`src/rtl/spi_xfer_arbiter.sv`:
```
// Round-robin arbiter that shares one byte-level SPI master among NUM_REQ clients.
// Each grant frames LEN+1 back-to-back bytes with slave-select setup and hold time.
module spi_xfer_arbiter #(
    parameter int NUM_REQ   = 2,
    parameter int LEN_W     = 4,
    parameter int SETUP_CYC = 4,
    parameter int HOLD_CYC  = 4
) (
    input  logic                     clk,
    input  logic                     reset,
    input  logic [NUM_REQ-1:0]       req,
    input  logic [NUM_REQ*LEN_W-1:0] req_len,
    input  logic [NUM_REQ*8-1:0]     req_tx_data,
    output logic [NUM_REQ-1:0]       tx_pop,
    output logic [7:0]               rx_data,
    output logic [NUM_REQ-1:0]       rx_valid,
    output logic [NUM_REQ-1:0]       grant,
    output logic [NUM_REQ-1:0]       xfer_done,
    output logic [NUM_REQ-1:0]       ss_n,
    output logic                     spi_start,
    output logic [7:0]               spi_tx_data,
    input  logic                     spi_tx_ready,
    input  logic                     spi_done,
    input  logic [7:0]               spi_rx_data
);

    localparam int IDX_W = (NUM_REQ > 1) ? $clog2(NUM_REQ) : 1;

    typedef enum logic [2:0] {IDLE, SETUP, START, WAIT, HOLD} state_t;

    state_t             state_reg;
    logic [NUM_REQ-1:0] grant_reg;
    logic [NUM_REQ-1:0] ss_n_reg;
    logic [NUM_REQ-1:0] xfer_done_reg;
    logic [IDX_W-1:0]   last_grant_reg;
    logic [IDX_W-1:0]   owner_reg;
    logic [LEN_W-1:0]   byte_cnt_reg;
    logic [7:0]         cyc_cnt_reg;

    logic [LEN_W-1:0]   len_arr   [NUM_REQ];
    logic [7:0]         tx_masked [NUM_REQ];
    logic [NUM_REQ-1:0] win_onehot;
    logic [IDX_W:0]     cand;
    logic [IDX_W-1:0]   winner;
    logic               found;

    genvar gi;
    generate
        for (gi = 0; gi < NUM_REQ; gi++) begin : g_slice
            assign len_arr[gi]    = req_len[gi*LEN_W +: LEN_W];
            assign tx_masked[gi]  = grant_reg[gi] ? req_tx_data[gi*8 +: 8] : 8'h00;
            assign win_onehot[gi] = found && (winner == IDX_W'(gi));
        end
    endgenerate

    // Search begins just after the last owner so the previous winner ranks last.
    always_comb begin
        winner = '0;
        found  = 1'b0;
        cand   = '0;
        for (int k = 1; k <= NUM_REQ; k++) begin
            cand = {1'b0, last_grant_reg} + (IDX_W+1)'(k);
            if (cand >= (IDX_W+1)'(NUM_REQ))
                cand = cand - (IDX_W+1)'(NUM_REQ);
            if (!found && req[cand[IDX_W-1:0]]) begin
                found  = 1'b1;
                winner = cand[IDX_W-1:0];
            end
        end
    end

    always_comb begin
        spi_tx_data = 8'h00;
        for (int i = 0; i < NUM_REQ; i++)
            spi_tx_data = spi_tx_data | tx_masked[i];
    end

    assign spi_start = (state_reg == START) && spi_tx_ready;
    assign tx_pop    = spi_start ? grant_reg : '0;
    assign rx_valid  = ((state_reg == WAIT) && spi_done) ? grant_reg : '0;
    assign rx_data   = spi_rx_data;
    assign grant     = grant_reg;
    assign ss_n      = ss_n_reg;
    assign xfer_done = xfer_done_reg;

    always_ff @(posedge clk or negedge reset) begin
        if (!reset) begin
            state_reg      <= IDLE;
            grant_reg      <= '0;
            ss_n_reg       <= '1;
            xfer_done_reg  <= '0;
            last_grant_reg <= IDX_W'(NUM_REQ - 1);
            owner_reg      <= '0;
            byte_cnt_reg   <= '0;
            cyc_cnt_reg    <= '0;
        end else begin
            xfer_done_reg <= '0;
            case (state_reg)
                IDLE: begin
                    if (found) begin
                        grant_reg    <= win_onehot;
                        ss_n_reg     <= ~win_onehot;
                        owner_reg    <= winner;
                        byte_cnt_reg <= len_arr[winner];
                        cyc_cnt_reg  <= '0;
                        state_reg    <= SETUP;
                    end
                end
                SETUP: begin
                    if (cyc_cnt_reg == 8'(SETUP_CYC - 1)) begin
                        cyc_cnt_reg <= '0;
                        state_reg   <= START;
                    end else begin
                        cyc_cnt_reg <= cyc_cnt_reg + 8'd1;
                    end
                end
                START: begin
                    if (spi_tx_ready)
                        state_reg <= WAIT;
                end
                WAIT: begin
                    if (spi_done) begin
                        if (byte_cnt_reg == '0) begin
                            cyc_cnt_reg <= '0;
                            state_reg   <= HOLD;
                        end else begin
                            byte_cnt_reg <= byte_cnt_reg - 1'b1;
                            state_reg    <= START;
                        end
                    end
                end
                HOLD: begin
                    // xfer_done rises on the same edge that releases the slave select.
                    if (cyc_cnt_reg == 8'(HOLD_CYC - 1)) begin
                        ss_n_reg       <= '1;
                        grant_reg      <= '0;
                        last_grant_reg <= owner_reg;
                        xfer_done_reg  <= grant_reg;
                        state_reg      <= IDLE;
                    end else begin
                        cyc_cnt_reg <= cyc_cnt_reg + 8'd1;
                    end
                end
                default: state_reg <= IDLE;
            endcase
        end
    end

endmodule

```
`config.mk`:
```
export PLATFORM = sky130hd
export DESIGN_NAME = spi_xfer_arbiter
export DESIGN_NICKNAME = d
export VERILOG_FILES = /design/src/rtl/spi_xfer_arbiter.sv
export SDC_FILE = /design/constraint.sdc
export NUM_CORES = 1
export LEC_CHECK = 0
export CORE_MARGIN = 1.5
export CORE_UTILIZATION = 42
export DETAILED_ROUTE_END_ITERATION = 8
export PLACE_DENSITY = 0.91
export SLEW_MARGIN = 20
export SYNTH_ARGS = -nofsm -noshare
export SYNTH_HDL_FRONTEND = slang
export SYNTH_SLANG_ARGS = --single-unit
```
`constraint.sdc`:
```
create_clock -name clk -period 2.02 [get_ports clk]
set_input_delay 0.404 -clock clk [delete_from_list [all_inputs] [get_ports clk]]
set_output_delay 0.404 -clock clk [all_outputs]
set_load 0.03 [all_outputs]
```
==> out/metrics.yaml <==
status: "complete, no violations"
yosys-top-cells-area: "dfrtp_1 33%, a22o_1 6.3%, dfstp_2 5.1%, mux2_2 4.4%, buf_4 3.9%"
pwr_density_cell_nw_per_um2: 1250
cap_viol_max_count: 0
p_leak_uw: 0.000920
gp_congestion: 0.845
required_ns: 1.62
r2r_cells: 5
async_reset_ff_share_pct: 100
worst_pin_slew_ns: 0.380
portBuffers: 48
grt_pass1_wl_mm: 6.51
synth_area_per_cell_sq_um: 9.34
layoutNonFillerInstCount: 265
ys_warn_count: 0
rr_endpoint: "grant[1]"
ff2ff_setup_slack_ns: 0.11
vdd_drop_max_mv: 1.07
hold_viol_final: 0
largest_reg_flops: 8
min_period_over_period_pct: 96.4
skew_ns: 0.00674
clockBufferDepth: 2
critPathCaptureType: "primary output"
min_path_type: "input port to asynchronous set/reset pin"
clk_latency_ns: 0.33
ant_nets: 0
layout.area.seq_sq_um: 582
drive_above_1_share_pct: 24.2
setup_viol: 0
core_sq_um: 3420
fill_cells: 293
synth_area_sq_um: 1530
slew_headroom_pct: 74.5
drc: 0
multi_input_comb_area_sq_um: 830
worst-path-max-fanout: 2
start_util_pct: 44.8
wire_per_inst_microns: 14.4
place_inst: 260
io_pins: 65
grt_pass1_vias: 1441
dr.pass1.iters: 4
grt_max_degree: 24
p_total_uw: 2640
area_growth_syn_to_layout_pct: 38.2
crit_path_max_incr_delay_ns: 0.66
startpoint_type: "flop"
mostFrequentLayoutCell: "clkdlybuf4s50_1"
final_cell_mix: "35 x clkdlybuf4s50_1, 32 x buf_4, 18 x dfrtp_1"
path_cells: "clkdlybuf4s50_1"
synthCells: 164
cp_slowest_cell: "clkdlybuf4s50_1"
synth_top_area_share_pct: 32.7
arrival_ns: 1.54
fin_crit_ns: 1.95
synth-edff-count: 0
cts_sinks: 23
routed_wl_mm: 3.82
nets: 260
antennaDiodeCount: 0
cp_top_family: "buffers and inverters"
ys_types: 47
cts_buffers: 3
overflow: 0
synth_fp_nets: 204
die_area_sq_um: 4020
rsz0062_at_grt: "no"
synth-seq-cells: 23
clkSlewWorstSetupHoldPaths_ns: 0.14
critical_path_buf_inv_count: 1
synth_flop_cell: "dfrtp_1"
ys_seq_area_share_pct: 37.8
cts_tree: "built"
worstReg2RegStart: "cyc_cnt_reg[0]"
die_w_microns: 63.4
die_h_microns: 63.4
via_per_inst: 5.61
antenna_found_initial: 0
rows: 21
synth_top_area_cell: "dfrtp_1"
dp_hpwl_mm: 2.88
vias: 1487
cts_root_buf: "clkbuf_4"
grt.total_usage_pct: 19.8
fmax_ghz: 0.514
drtIter0Drc: 76
cts-htree-levels: 1
slew_viol_final: 0
cts_hold_buf: 0
worstSetupPathType: "flop to primary output"
cells by family after synthesis:
family,share of synthesized area (%)
AOI/OAI and AO/OA,24.8
and+or+nand+nor,20.9
buffers and inverters,8.50
DFF,37.8
muxes,6.37
adders and majority gates,1.63
power breakdown:
group	internal, uW	switching, uW
clock network	74.5	157
logic	714	878
registers	643	171
cell type report:
cell class	count	area share, %
Inverter	8	1.42
Multi-Input combinational cell	117	39.2
Clock buffer	3	1.06
Tap cell	46	2.72
Sequential cell	23	27.5
Timing Repair Buffer	67	27.9
Clock inverter	1	0.236
timing repair:
action	in CTS	in global routing
endpoints found under the hold margin	0	0
resized for setup	2	2
setup endpoints to repair	3	2
setup buffers	1	0
pin swaps	0	0
layer usage:
metal	track usage (%)	share of wire, %
met5	0	0
met4	5.16	1.1
met3	4.11	3.7
met2	33.0	51
met1	26.1	44
through the flow:
stage / setup slack [ns] / instance area (sq um) / util, % / hold slack, ns / TNS [ns]
after floorplan: 0.161 / 1530 / - / 0.108 / 0
after global placement: -0.0259 / 2070 / 60.7 / 0.450 / -0.0509
after detailed placement: -0.0856 / 2070 / 60.7 / 0.453 / -0.362
after CTS: 0.0500 / 2110 / 61.8 / 0.416 / 0
after global routing: 0.00217 / 2120 / 62.0 / 0.440 / 0
final: 0.0728 / 2120 / 62.0 / 0.405 / 0
worst max path at each step:
stage	start	to	slack, ns	cells after the start
2_1_floorplan	cyc_cnt_reg[0]	cyc_cnt_reg[0]	0.16	6
3_3_place_gp	req[1]	byte_cnt_reg[0]	-0.03	5
3_5_place_dp	req[1]	byte_cnt_reg[0]	-0.09	5
6_report	ss_n[0]	ss_n[0]	0.07	1
5_1_grt	state_reg[0]	tx_pop[1]	0.002	5
4_1_cts	state_reg[0]	tx_pop[1]	0.05	5
Yosys cell counts, drive strengths merged, types with 2 or more instances:
library cell / instances
o21ai: 7
ha: 2
mux2: 6
nand3b: 2
nand3: 7
clkbuf: 5
dfstp: 3
nor3: 6
a21o: 2
buf: 11
and2: 6
nand2: 6
mux2i: 3
a31oi: 3
inv: 8
a22o: 11
dfrtp: 20
nand4: 4
nand2b: 4
o211ai: 3
nor2: 4
a21oi: 11
o311ai: 2
and3: 4
o31ai: 5
nor2b: 3
Power figures use the tool's default switching activity.
